**config.mk**
```make
export PLATFORM = sky130hd
export DESIGN_NAME = uart_char_tx_flat
export DESIGN_NICKNAME = d
export VERILOG_FILES = /design/src/rtl/uart_char_tx_pkg.sv /design/src/rtl/uart_char_tx_if.sv /design/src/rtl/uart_char_tx_char_fifo.sv /design/src/rtl/uart_char_tx.sv /design/src/flat_wrapper.sv
export SDC_FILE = /design/constraint.sdc
export NUM_CORES = 1
export LEC_CHECK = 0
export CORE_MARGIN = 8
export CORE_UTILIZATION = 60
export DETAILED_ROUTE_END_ITERATION = 10
export GPL_TIMING_DRIVEN = 0
export HOLD_SLACK_MARGIN = 0.12
export PLACE_DENSITY = 0.81
export REMOVE_ABC_BUFFERS = 1
export SYNTH_ARGS = -nofsm -noshare
export SYNTH_HDL_FRONTEND = slang
export SYNTH_SLANG_ARGS = --single-unit
```
**constraint.sdc**
```tcl
create_clock -name CLK -period 3.4 [get_ports CLK]
set_clock_uncertainty 0.05 [all_clocks]
set_input_delay 0.51 -clock CLK [delete_from_list [all_inputs] [get_ports CLK]]
set_output_delay 0.51 -clock CLK [all_outputs]
set_load 0.02 [all_outputs]
```
**src/rtl/uart_char_tx_pkg.sv**
```systemverilog
// Shared definitions for the UART character transmitter: TX state encoding,
// 8N1 frame constants and the default bit period.
package uart_char_tx_pkg;

  typedef logic [7:0] char_t;
  typedef logic [1:0] tx_state_t;

  localparam tx_state_t ST_IDLE  = 2'd0;
  localparam tx_state_t ST_START = 2'd1;
  localparam tx_state_t ST_DATA  = 2'd2;
  localparam tx_state_t ST_STOP  = 2'd3;

  localparam logic        FRAME_START_BIT = 1'b0;
  localparam logic        FRAME_STOP_BIT  = 1'b1;
  localparam int unsigned FRAME_DATA_BITS = 8;

  // 100 MHz system clock, 115200 baud.
  localparam int unsigned DEFAULT_CLKS_PER_BIT = 868;

endpackage : uart_char_tx_pkg

```
**src/rtl/uart_char_tx_if.sv**
```systemverilog
// Character write stream into the transmitter: one byte per cycle, no backpressure.
interface uart_char_tx_if;
  import uart_char_tx_pkg::*;

  char_t char;
  logic  valid_i;

  modport master (output char, output valid_i);
  modport slave  (input  char, input  valid_i);

endinterface : uart_char_tx_if

```
**src/rtl/uart_char_tx_char_fifo.sv**
```systemverilog
// Single-clock first-word fall-through character FIFO; rd_data shows the head
// whenever empty is low.
module char_fifo
  import uart_char_tx_pkg::*;
#(
  parameter  int unsigned DEPTH = 16,
  localparam int unsigned AW    = $clog2(DEPTH),
  localparam int unsigned LW    = AW + 1
) (
  input  logic          CLK,
  input  logic          RST,
  input  logic          wr_en,
  input  char_t         wr_data,
  input  logic          rd_en,
  output char_t         rd_data,
  output logic          full,
  output logic          empty,
  output logic [AW:0]   level
);

  localparam logic [AW:0] FULL_LEVEL = LW'(DEPTH);

  char_t         mem [DEPTH];
  logic [AW-1:0] wr_ptr_q, rd_ptr_q;
  logic [AW:0]   count_q, count_d;
  logic          do_wr, do_rd;

  assign full    = (count_q == FULL_LEVEL);
  assign empty   = (count_q == '0);
  assign level   = count_q;
  assign rd_data = mem[rd_ptr_q];

  // A full FIFO refuses a write even when a pop happens on the same edge.
  assign do_wr = wr_en & ~full;
  assign do_rd = rd_en & ~empty;

  always_comb begin
    // NOTE: every always_comb output gets a default first so no path can infer a latch.
    count_d = count_q;
    case ({do_wr, do_rd})
      2'b10:   count_d = count_q + 1'b1;
      2'b01:   count_d = count_q - 1'b1;
      default: count_d = count_q;
    endcase
  end

  // NOTE: storage is not reset; pointers and count alone define which entries are valid.
  always_ff @(posedge CLK) begin
    if (do_wr) mem[wr_ptr_q] <= wr_data;
  end

  always_ff @(posedge CLK or negedge RST) begin
    // NOTE: sequential state uses non-blocking assignments so all registers update together.
    if (!RST) begin
      wr_ptr_q <= '0;
      rd_ptr_q <= '0;
      count_q  <= '0;
    end else begin
      if (do_wr) wr_ptr_q <= wr_ptr_q + 1'b1;
      if (do_rd) rd_ptr_q <= rd_ptr_q + 1'b1;
      count_q <= count_d;
    end
  end

endmodule : char_fifo

```
**src/rtl/uart_char_tx.sv**
```systemverilog
// Buffered 8N1 UART transmitter: absorbs character bursts in a FIFO and
// serialises them LSB first, chaining frames with no idle gap.
module uart_char_tx
  import uart_char_tx_pkg::*;
#(
  parameter int unsigned CLKS_PER_BIT = DEFAULT_CLKS_PER_BIT,
  parameter int unsigned FIFO_DEPTH   = 16
) (
  input  logic                          CLK,
  input  logic                          RST,
  uart_char_tx_if.slave                 in_if,
  output logic                          txd,
  output logic                          busy,
  output logic                          drop_o,
  output logic [$clog2(FIFO_DEPTH):0]   level
);

  localparam int unsigned      BAUD_W    = $clog2(CLKS_PER_BIT);
  localparam logic [BAUD_W-1:0] BAUD_LAST = BAUD_W'(CLKS_PER_BIT - 1);
  localparam logic [2:0]       BIT_LAST  = 3'(FRAME_DATA_BITS - 1);

  tx_state_t         state_q, state_d;
  logic [BAUD_W-1:0] baud_q, baud_d;
  logic [2:0]        bit_q, bit_d;
  char_t             shift_q, shift_d;
  logic              drop_q, drop_d;

  logic  pop;
  logic  fifo_full, fifo_empty;
  char_t fifo_head;
  logic  baud_end;

  char_fifo #(
    .DEPTH (FIFO_DEPTH)
  ) u_fifo (
    .CLK     (CLK),
    .RST     (RST),
    .wr_en   (in_if.valid_i),
    .wr_data (in_if.char),
    .rd_en   (pop),
    .rd_data (fifo_head),
    .full    (fifo_full),
    .empty   (fifo_empty),
    .level   (level)
  );

  assign drop_d   = in_if.valid_i & fifo_full;
  assign baud_end = (baud_q == BAUD_LAST);

  always_ff @(posedge CLK or negedge RST) begin
    if (!RST) begin
      state_q <= ST_IDLE;
      baud_q  <= '0;
      bit_q   <= '0;
      shift_q <= '0;
      drop_q  <= 1'b0;
    end else begin
      state_q <= state_d;
      baud_q  <= baud_d;
      bit_q   <= bit_d;
      shift_q <= shift_d;
      drop_q  <= drop_d;
    end
  end

  always_comb begin
    state_d = state_q;
    baud_d  = baud_end ? '0 : baud_q + 1'b1;
    bit_d   = bit_q;
    shift_d = shift_q;
    pop     = 1'b0;

    case (state_q)
      ST_IDLE: begin
        baud_d = '0;
        if (!fifo_empty) begin
          pop     = 1'b1;
          shift_d = fifo_head;
          bit_d   = '0;
          state_d = ST_START;
        end
      end
      ST_START: begin
        if (baud_end) state_d = ST_DATA;
      end
      ST_DATA: begin
        if (baud_end) begin
          shift_d = shift_q >> 1;
          bit_d   = bit_q + 3'd1;
          if (bit_q == BIT_LAST) state_d = ST_STOP;
        end
      end
      ST_STOP: begin
        // Chaining straight into START keeps back-to-back frames contiguous.
        if (baud_end) begin
          if (!fifo_empty) begin
            pop     = 1'b1;
            shift_d = fifo_head;
            bit_d   = '0;
            state_d = ST_START;
          end else begin
            state_d = ST_IDLE;
          end
        end
      end
      default: begin
        baud_d  = '0;
        state_d = ST_IDLE;
      end
    endcase
  end

  // txd follows the registered state, so reset forces the line idle immediately.
  always_comb begin
    txd = FRAME_STOP_BIT;
    case (state_q)
      ST_START: txd = FRAME_START_BIT;
      ST_DATA:  txd = shift_q[0];
      default:  txd = FRAME_STOP_BIT;
    endcase
  end

  assign busy   = (state_q != ST_IDLE) || (level != '0);
  assign drop_o = drop_q;

endmodule : uart_char_tx
```
**src/flat_wrapper.sv**
```systemverilog
// flat-port wrapper written by rule: the top's interface ports become plain ports
module uart_char_tx_flat import uart_char_tx_pkg::*;
#(
  parameter int unsigned CLKS_PER_BIT = DEFAULT_CLKS_PER_BIT,
  parameter int unsigned FIFO_DEPTH   = 16
)
  (CLK, RST, txd, busy, drop_o, level, in_if_char, in_if_valid_i);
  uart_char_tx_if in_if_i ();
  input  logic CLK;
  input  logic RST;
  output logic txd;
  output logic busy;
  output logic drop_o;
  output logic [$clog2(FIFO_DEPTH):0] level;
  input wire logic [$bits(in_if_i.char)-1:0] in_if_char;
  input wire logic [$bits(in_if_i.valid_i)-1:0] in_if_valid_i;
  assign in_if_i.char = in_if_char;
  assign in_if_i.valid_i = in_if_valid_i;
  uart_char_tx #(.CLKS_PER_BIT(CLKS_PER_BIT), .FIFO_DEPTH(FIFO_DEPTH)) u_core (.CLK(CLK), .RST(RST), .in_if(in_if_i), .txd(txd), .busy(busy), .drop_o(drop_o), .level(level));
endmodule
```
==> results of run 1 <==
repair_timing:
action                     4_1_cts  5_1_grt
setup endpoints to repair        0        2
resized for setup                0        5
setup buffers                    0        2
final timing paths:
kind / start / to / slack (ps) / cells past startpoint
hold reg to reg: u_core.baud_q[0] / u_core.baud_q[0] / 470 / 1
setup reg to reg: u_core.baud_q[0] / u_core.u_fifo.level[4] / 240 / 12
max in group asynchronous: RST / u_core.u_fifo.rd_ptr_q[0] / 2560 / 1
setup / recovery: u_core.baud_q[0] / u_core.u_fifo.level[4] / 240 / 12
min in group CLK: u_core.baud_q[0] / u_core.baud_q[0] / 470 / 1
hold / removal: RST / u_core.u_fifo.level[3] / 150 / 1
metal layers:
metal / track usage (%) / vias to the layer above
li1: - / 1621
met1: 21.0 / 1825
met2: 27.4 / 111
met3: 5.32 / 20
met4: 7.02 / 0
met5: 0 / -
placed cells by master (no fill, tap or decap), types with 3 or more instances in the layout:
master and n:
nor2_1 23, o21ai_0 7, mux4_1 20, xor2_1 10, a211oi_2 6, xnor2_1 8
nor3_1 6, and3_1 4, a22oi_1 16, nand3_1 3, clkbuf_16 17, inv_1 18
dfrtp_1 36, clkdlybuf4s50_1 17, a22o_1 3, a21oi_1 16, ha_1 15, nand2_1 14
bufinv_16 3, clkinv_4 4, nor2b_1 3, mux4_2 12, ha_2 3, nand4_1 4
edfxtp_1 128
power by group:
group          internal [mW]  switching, mW
combinational          0.953           1.12
clock                   1.19          0.781
sequential              2.51          0.271
per-stage QoR:
step	worst slack (ps)	setup TNS [ps]	utilization [%]	instance area [µm²]
6_report	239	0	69.3	7920
5_1_grt	-5.30	-5.30	69.3	7920
4_1_cts	31.9	0	69.0	7880
3_5_place_dp	-73.1	-1340	63.6	7260
3_3_place_gp	13.0	0	63.2	7220
2_1_floorplan	593	0	-	6860
registers in the layout, indices dropped and copies added, names as in the netlist:
register and cells:
u_core.u_fifo.mem 128, u_core.baud_q 10, u_core.drop_o 1, u_core.u_fifo.wr_ptr_q 4, u_core.bit_q 3, u_core.state_q 2
u_core.shift_q 8, u_core.u_fifo.rd_ptr_q 4, u_core.u_fifo.level 5
cell usage after synthesis, drive strengths merged (3+ instances only):
cell | number | area share [%]
a21oi | 16 | 1.1
nor2b | 3 | 0.27
nor2 | 23 | 1.2
ha | 18 | 3.2
xor2 | 10 | 1.2
nand4 | 4 | 0.36
xnor2 | 8 | 1.0
nand3 | 4 | 0.36
a211oi | 7 | 1.2
a22o | 3 | 0.37
edfxtp | 128 | 55
nand2 | 14 | 0.75
inv | 18 | 0.96
mux4 | 32 | 11
o21ai | 7 | 0.50
and3 | 4 | 0.36
a22oi | 16 | 1.7
buf | 13 | 1.8
dfrtp | 37 | 13
clkbuf | 5 | 0.37
nor3 | 8 | 0.64
logic make-up after synthesis:
kind of cell,after synthesis
mux,35
buf+inv,38
compound gates,56
fa+ha+maj,19
simple gates,72
xor+xnor,18
flops,165
cell type report:
| cell class | instances | area [µm²] | area share (%) |
|---|---|---|---|
| clock buffer | 20 | 447 | 5.64 |
| clock inverter | 12 | 171 | 2.16 |
| inverter | 18 | 67.6 | 0.853 |
| multi-input combinational | 200 | 2040 | 25.8 |
| sequential | 165 | 4770 | 60.3 |
| tap | 143 | 179 | 2.26 |
| timing repair buffer | 23 | 243 | 3.07 |
worst max-delay path, delay by kind of cell, from the launching register on:
family	cells	cell delay, ps
flip-flops	1	410
buffers and inverters	1	80
XOR/XNOR	1	200
AO/OA/AOI/OAI	2	300
AND/OR/NAND/NOR	5	1080
adder cells (fa/ha/maj)	3	960
==> results_dict.tcl, run 1 <==
set metrics [dict create \
    grt_pass1_vias 3648 \
    die_width_um 124 \
    routed-wl-met3_um 707 \
    core_area_um2 11400 \
    place.gp.congestion 0.757 \
    crit_type "reg2reg" \
    n_antenna_cell 0 \
    instances_no_fill 581 \
    worstPathRequired_ps 3690 \
    clk_pin_slew_worst_paths_ps 60 \
    start_util_pct 61.6 \
    avgSynthCellArea_um2 17.5 \
    ys_seq_area_share_pct 67.8 \
    drc_errors 0 \
    fin_crit_sh_pct 93.0 \
    finalHoldViolCount 0 \
    cts.sinks 165 \
    worstPathCellList "ha_2 > nor3b_4 > a41oi_1 > nor3_4 > ha_2 > inv_1 > fa_1 > nor2b_1 > o21ai_0 > and3_1 > nor3_2 > xor2_1" \
    setup_violations 0 \
    die_y_um 124 \
    boundaryPins 19 \
    synth_fa_ha_area_share_pct 3.48 \
    fin_nets 455 \
    postSynth.asyncResetShare_pct 22.4 \
    synth_compound_area_share_pct 5.79 \
    rows 39 \
    hold_path.class "in2async" \
    routedLengthMet1_um 5340 \
    ctsHoldBuffers 0 \
    syn_area_um2 7040 \
    synth_simple_gate_area_share_pct 5.42 \
    grt_pass1_wl_um 20100 \
    dr_wl_met2_um 6410 \
    synth_seq_cells 165 \
    irDropWorstVdd_v 0.000626 \
    synth_top_family_by_area "multiplexers" \
    cts_made_buffers 17 \
    wl_per_cell_um 21.9 \
    cp_max_fo 5 \
    num_vias 3577 \
    detail_route.first_pass.iterations 4 \
    synth_flop_cell "edfxtp_1" \
    syn_inst 403 \
    clock_latency_ps 430 \
    htreeDepth 4 \
    wl_um 12700 \
    powerDensity_nw_per_um2 862 \
    antenna_found_initial 0 \
    drt_iter0_drc 305 \
    dp.cells 546 \
    ctsRootBufferMaster "clkbuf_16" \
    area_growth_syn_to_layout_pct 12.5 \
    drive_above_1_share_pct 15.5 \
    crit_path_end_kind "flop" \
    vias_per_cell 6.16 \
    antenna_left 0 \
    synthMuxAreaShare_pct 11.8 \
    start_kind "flop" \
    place_hpwl_um 7880 \
    period_needed_ps 3160 \
    ys_types 52 \
    synth_edf_count 128 \
    fmax_mhz 316 \
    leakage_nw 2.88 \
    clockBufferDepth 2 \
    cp.arrival_ps 3450 \
    drv_slew 0 \
    power_mw 6.83 \
    grt_max_degree 38 \
    worst-slew-pin-transition_ps 1250 \
    top_layer "met4" \
    whs_ps 154 \
    grt-ovfl-total 0 \
    portBuffers 18 \
    yosysWarnings 0 \
    cp_common_cell "ha_2" \
    cts_tree "done" \
    crit_slowest_cell "dfrtp_1" \
    cap_violations 0 \
    yosys.area_share.xor_xnor_pct 2.24 \
    dieArea_um2 15500 \
    grt_usage_pct 17.0 \
    filler_cell_count 722 \
    slowest_delay_ps 410 \
    max_slew_margin_pct 16.0 \
    status "finished, final reports clean" \
]
(Power assumes the default switching activity.)
==> run 2: changes to the inputs <==
--- a/config.mk
+++ b/config.mk
@@ -6,11 +6,11 @@
 export NUM_CORES = 1
 export LEC_CHECK = 0
 export CORE_MARGIN = 8
-export CORE_UTILIZATION = 60
+export CORE_UTILIZATION = 55
 export DETAILED_ROUTE_END_ITERATION = 10
 export GPL_TIMING_DRIVEN = 0
 export HOLD_SLACK_MARGIN = 0.12
-export PLACE_DENSITY = 0.81
+export PLACE_DENSITY = 0.78
 export REMOVE_ABC_BUFFERS = 1
 export SYNTH_ARGS = -nofsm -noshare
 export SYNTH_HDL_FRONTEND = slang
==> constraint.sdc (replaced) <==
create_clock -name CLK -period 2.6 [get_ports CLK]
set_clock_uncertainty 0.05 [all_clocks]
set_input_delay 0.39 -clock CLK [delete_from_list [all_inputs] [get_ports CLK]]
set_output_delay 0.39 -clock CLK [all_outputs]
set_load 0.02 [all_outputs]
==> run 2 against run 1 <==
Compared with the run above:
- critical path depth shrank 1
- largest cell class unchanged
- die area is 7.9% higher
- routed wire length up 0.13%
==> results_dict.tcl, run 2 (same netlist as run 1, synthesis figures left out) <==
set metrics [dict create \
    status "finished, final reports clean" \
    p_sw_mw 2.91 \
    grt_usage_pct 16.9 \
    leakage_nw 2.93 \
    power_mw 8.95 \
    largest_reg_flops 128 \
    clockBufferDepth 2 \
    portBuffers 18 \
    place_hpwl_um 7800 \
    filler_cell_count 838 \
    top_register "u_core.u_fifo.mem" \
    grt-ovfl-total 0 \
    area_growth_syn_to_layout_pct 15.0 \
    finalHoldViolCount 0 \
    design_area_um2 8090 \
    n_antenna_cell 0 \
    wl_um 12700 \
    clk_pin_slew_worst_paths_ps 60 \
    ctsRootBufferMaster "clkbuf_16" \
    whs_ps 464 \
    start_kind "flop" \
    cp_max_fo 4 \
    powerDensity_nw_per_um2 1110 \
    cts_made_buffers 17 \
    vias_per_cell 5.82 \
    cts.sinks 165 \
    boundaryPins 19 \
    rrSetupSlack_ps 8 \
    regArea_um2 4770 \
    pwr-share-clk_pct 27.3 \
    worstPathRequired_ps 2900 \
    switching_share_pct 32.5 \
    multi_input_area_um2 2130 \
    rsz0062_at_grt "yes" \
    detail_route.first_pass.iterations 4 \
    crit_type "reg2reg" \
    fin_crit_sh_pct 99.7 \
    final_common_cell "edfxtp_1" \
    setup_violations 0 \
    fin_tns_setup_ps 0 \
    instances_no_fill 623 \
    num_vias 3624 \
    drive_above_1_share_pct 21.3 \
    antenna_left 0 \
    rows 41 \
    period_needed_ps 2590 \
    power_frac_comb_pct 31.3 \
    crit_path_end_kind "flop" \
    grt_max_degree 38 \
    top_regs "u_core.u_fifo.mem x128, u_core.baud_q x10, u_core.shift_q x8" \
    worst-slew-pin-transition_ps 849 \
    hold_path.class "reg2reg" \
    drt_iter0_drc 301 \
    place.gp.congestion 0.778 \
    drv_slew 0 \
    irDropWorstVdd_v 0.000710 \
    drc_errors 0 \
    max_slew_margin_pct 43.4 \
    seq_power_share_pct 41.4 \
    final_cell_mix "edfxtp_1 (128), dfrtp_1 (33), nor2_1 (23)" \
    wl_per_cell_um 20.4 \
    clock_latency_ps 430 \
    fmax_mhz 386 \
    cts_tree "done" \
    die_y_um 129 \
    grt_pass1_vias 3707 \
    start_util_pct 56.0 \
    cap_violations 0 \
    cp.arrival_ps 2890 \
    htreeDepth 4 \
    fin_nets 468 \
    dp.cells 574 \
    grt_pass1_wl_um 20500 \
    die_width_um 129 \
    core_area_um2 12600 \
    dieArea_um2 16700 \
    p_int_mw 6.04 \
    dpl-instance-area_um2 7270 \
    antenna_found_initial 0 \
]
==> run 2: cell types whose count changed in the layout (fill, tap and decap cells not counted), sizes merged <==
cell           previous run  this run
buf                       5        18
inv                      21        23
clkinvlp                  2         3
clkdlybuf4s50            17        16
clkinv                    4         2
dlygate4sd2               0         1
dlygate4sd3               0         1
bufinv                    3         1
==> run 2: power groups by stage <==
stage                     logic, mW  registers, mW  clock network [mW]
after CTS                      2.75           3.71                2.48
after detailed placement       2.56           3.73                   0
final                          2.80           3.71                2.44
after global routing           3.10           3.77                2.58
after global placement         2.36           3.81                   0
after floorplan                1.75           3.73                   0
==> run 2: cell type report <==
| type | instances | share of cell area, % |
|---|---|---|
| Sequential cell | 165 | 59.0 |
| Multi-Input combinational cell | 200 | 26.3 |
| Clock buffer | 21 | 5.81 |
| Timing Repair Buffer | 36 | 4.00 |
| Tap cell | 172 | 2.66 |
| Clock inverter | 11 | 1.44 |
| Inverter | 18 | 0.835 |
==> run 2: path summary, 6_finish.rpt <==
check,startpoint,to,cells after the start
min in group asynchronous,RST,u_core.u_fifo.level[1],2
setup reg to reg,u_core.baud_q[7],u_core.u_fifo.level[4],11
hold / removal,u_core.shift_q[0],u_core.shift_q[0],2
max in group asynchronous,RST,u_core.u_fifo.level[2],2
hold reg to reg,u_core.shift_q[0],u_core.shift_q[0],2
setup / recovery,u_core.baud_q[7],u_core.u_fifo.level[4],11
==> run 2: routing by layer <==
| layer | global-route usage (%) | part of all wire (%) |
|---|---|---|
| met1 | 21.7 | 43 |
| met2 | 26.8 | 50 |
| met3 | 4.27 | 4.9 |
| met4 | 7.19 | 2.2 |
| met5 | 0 | 0 |
==> run 2: what timing repair did <==
| item | CTS | global route |
|---|---|---|
| cloned | 0 | 0 |
| hold buffers | 1 | 0 |
| resized for setup | 21 | 5 |
| pin swaps | 5 | 3 |
| endpoints found under the setup margin | 88 | 3 |
| endpoints found under the hold margin | 37 | 0 |
| buffers inserted | 10 | 6 |
==> run 2: worst max-delay path: stages, from the launching register on <==
cell	delay (ps)
dfrtp_1	420
and4bb_2	340
a41oi_2	160
nor3_4	250
ha_2	240
buf_4	120
ha_1	240
nor2b_1	140
o21ai_1	140
a21oi_1	100
nor3_2	170
xor2_1	150
==> run 2: through the flow <==
stage,setup WS (ps),util (%)
6_report,7.66,64.4
5_1_grt,-117,64.4
4_1_cts,-0.481,63.9
3_5_place_dp,-753,57.8
2_1_floorplan,-207,-
3_3_place_gp,-781,57.7
==> run 3: changes to the inputs <==
--- a/config.mk
+++ b/config.mk
@@ -6,12 +6,13 @@
 export NUM_CORES = 1
 export LEC_CHECK = 0
 export CORE_MARGIN = 8
-export CORE_UTILIZATION = 55
+export CORE_UTILIZATION = 45
 export DETAILED_ROUTE_END_ITERATION = 10
 export GPL_TIMING_DRIVEN = 0
 export HOLD_SLACK_MARGIN = 0.12
-export PLACE_DENSITY = 0.78
+export PLACE_DENSITY = 0.67
 export REMOVE_ABC_BUFFERS = 1
+export SLEW_MARGIN = 20
 export SYNTH_ARGS = -nofsm -noshare
 export SYNTH_HDL_FRONTEND = slang
 export SYNTH_SLANG_ARGS = --single-unit
==> run 3 against run 2 <==
Compared with the run above:
- clock power increased by 9.4%
- non-clock buffer count decreased by 1
- core utilization decreased by 10 points
- critical endpoint unchanged
- largest power group unchanged
==> results_dict.tcl, run 3 (same netlist as run 1, synthesis figures left out) <==
set metrics [dict create \
    dieArea_um2 19900 \
    cap_violations 0 \
    grt_pass1_vias 3682 \
    start_util_pct 46.1 \
    instances_no_fill 661 \
    crit_path_end_kind "flop" \
    dr_wl_met2_um 6620 \
    top_regs "u_core.u_fifo.mem x128, u_core.baud_q x10, u_core.shift_q x8" \
    vias_per_cell 5.34 \
    crit_type "reg2reg" \
    cts.sinks 165 \
    fin_nets 467 \
    final_common_cell "edfxtp_1" \
    cts_tree "done" \
    powerDensity_nw_per_um2 1120 \
    wl_per_cell_um 19.6 \
    place_hpwl_um 8150 \
    htreeDepth 4 \
    cp_max_fo 4 \
    power_mw 9.24 \
    leakage_nw 2.97 \
    cp.arrival_ps 2880 \
    grt-ovfl-total 0 \
    fin_tns_setup_ps 0 \
    status "finished, final reports clean" \
    r2r-start "u_core.baud_q[1]" \
    antenna_found_initial 0 \
    place.gp.congestion 0.752 \
    area_growth_syn_to_layout_pct 16.9 \
    die_y_um 141 \
    ctsRootBufferMaster "clkbuf_16" \
    largest_reg_flops 128 \
    grt_max_degree 32 \
    num_vias 3530 \
    power_frac_comb_pct 31.3 \
    finalHoldViolCount 0 \
    pwr-share-clk_pct 28.9 \
    rows 45 \
    dpl-instance-area_um2 7380 \
    n_antenna_cell 0 \
    clock_latency_ps 420 \
    multi_input_area_um2 2140 \
    core_area_um2 15300 \
    design_area_um2 8230 \
    drc_errors 0 \
    grt_pass1_wl_um 20600 \
    final_util_pct 53.9 \
    worstPathRequired_ps 2880 \
    filler_cell_count 1196 \
    antenna_left 0 \
    start_kind "flop" \
    die_width_um 141 \
    top_register "u_core.u_fifo.mem" \
    seq_power_share_pct 39.8 \
    boundaryPins 19 \
    detail_route.first_pass.iterations 5 \
    final_cell_mix "edfxtp_1 (128), dfrtp_1 (35), nor2_1 (23)" \
    wl_um 13000 \
    crit_path_start "u_core.baud_q[1]" \
    drt_iter0_drc 237 \
    postLayoutSetupSlackWorst_ps 5.66 \
    dp.cells 615 \
    fmax_mhz 385 \
    rrSetupSlack_ps 6 \
    pre_cts_ws_ps -684 \
    cts_made_buffers 17 \
    p_sw_mw 2.96 \
    irDropWorstVdd_v 0.000873 \
    worst-slew-pin-transition_ps 832 \
    whs_ps 297 \
    portBuffers 18 \
    regArea_um2 4770 \
    p_int_mw 6.28 \
    routedLengthMet1_um 5630 \
    period_needed_ps 2590 \
    switching_share_pct 32.0 \
    clk_pin_slew_worst_paths_ps 70 \
    grt_usage_pct 13.9 \
    drive_above_1_share_pct 20.9 \
    clockBufferDepth 2 \
    setup_violations 0 \
    max_slew_margin_pct 44.3 \
    routed-wl-met3_um 667 \
    fin_crit_sh_pct 99.8 \
    hold_path.class "in2async" \
    top_layer "met4" \
    drv_slew 0 \
    rsz0062_at_grt "yes" \
]
[run 3: what timing repair did]
action | 4_1_cts | 5_1_grt
hold endpoints to repair | 37 | 0
resized for setup | 18 | 6
pin swaps | 6 | 3
hold buffers | 1 | 0
setup endpoints to repair | 57 | 5
cloned | 0 | 0
buffers inserted | 10 | 3
[run 3: final timing paths]
path	end	depth (start not counted)
min in group CLK	u_core.shift_q[7]	2
min reg2reg	u_core.shift_q[7]	2
max in group asynchronous	u_core.u_fifo.rd_ptr_q[0]	3
max reg2reg	u_core.u_fifo.level[4]	12
min	u_core.drop_o	2
max	u_core.u_fifo.level[4]	12
[run 3: per-layer routing]
| metal | global-route usage (%) | vias up |
|---|---|---|
| met3 | 3.58 | 2 |
| met2 | 22.3 | 70 |
| met5 | 0 | - |
| met1 | 18.2 | 1811 |
| li1 | - | 1647 |
| met4 | 4.30 | 0 |
[run 3: critical path, cell delays in order (launching register included)]
cell and delay [ps]:
dfrtp_1 390, ha_4 160, nor3b_4 200, a41oi_2 150
nor3_4 290, ha_4 200, inv_2 50, fa_2 340
nor2b_1 130, o21ai_1 80, and3_1 190, nor3_2 120
xor2_1 150
[run 3: power by group through the flow]
| stage | sequential (mW) | combinational (mW) | clock (mW) |
|---|---|---|---|
| floorplan | 3.73 | 1.75 | 0 |
| global route | 3.73 | 3.17 | 2.81 |
| CTS | 3.68 | 2.85 | 2.72 |
| finish | 3.68 | 2.89 | 2.67 |
| global placement | 3.82 | 2.39 | 0 |
| detailed placement | 3.71 | 2.66 | 0 |
[run 3: cell type report]
class / count / area share (%)
well taps: 211 / 3.21
inverters: 18 / 0.821
clock buffers: 17 / 5.17
multi-input cells: 200 / 26.0
repair buffers: 35 / 4.23
flip-flops and latches: 165 / 58.0
clock inverters: 15 / 2.57
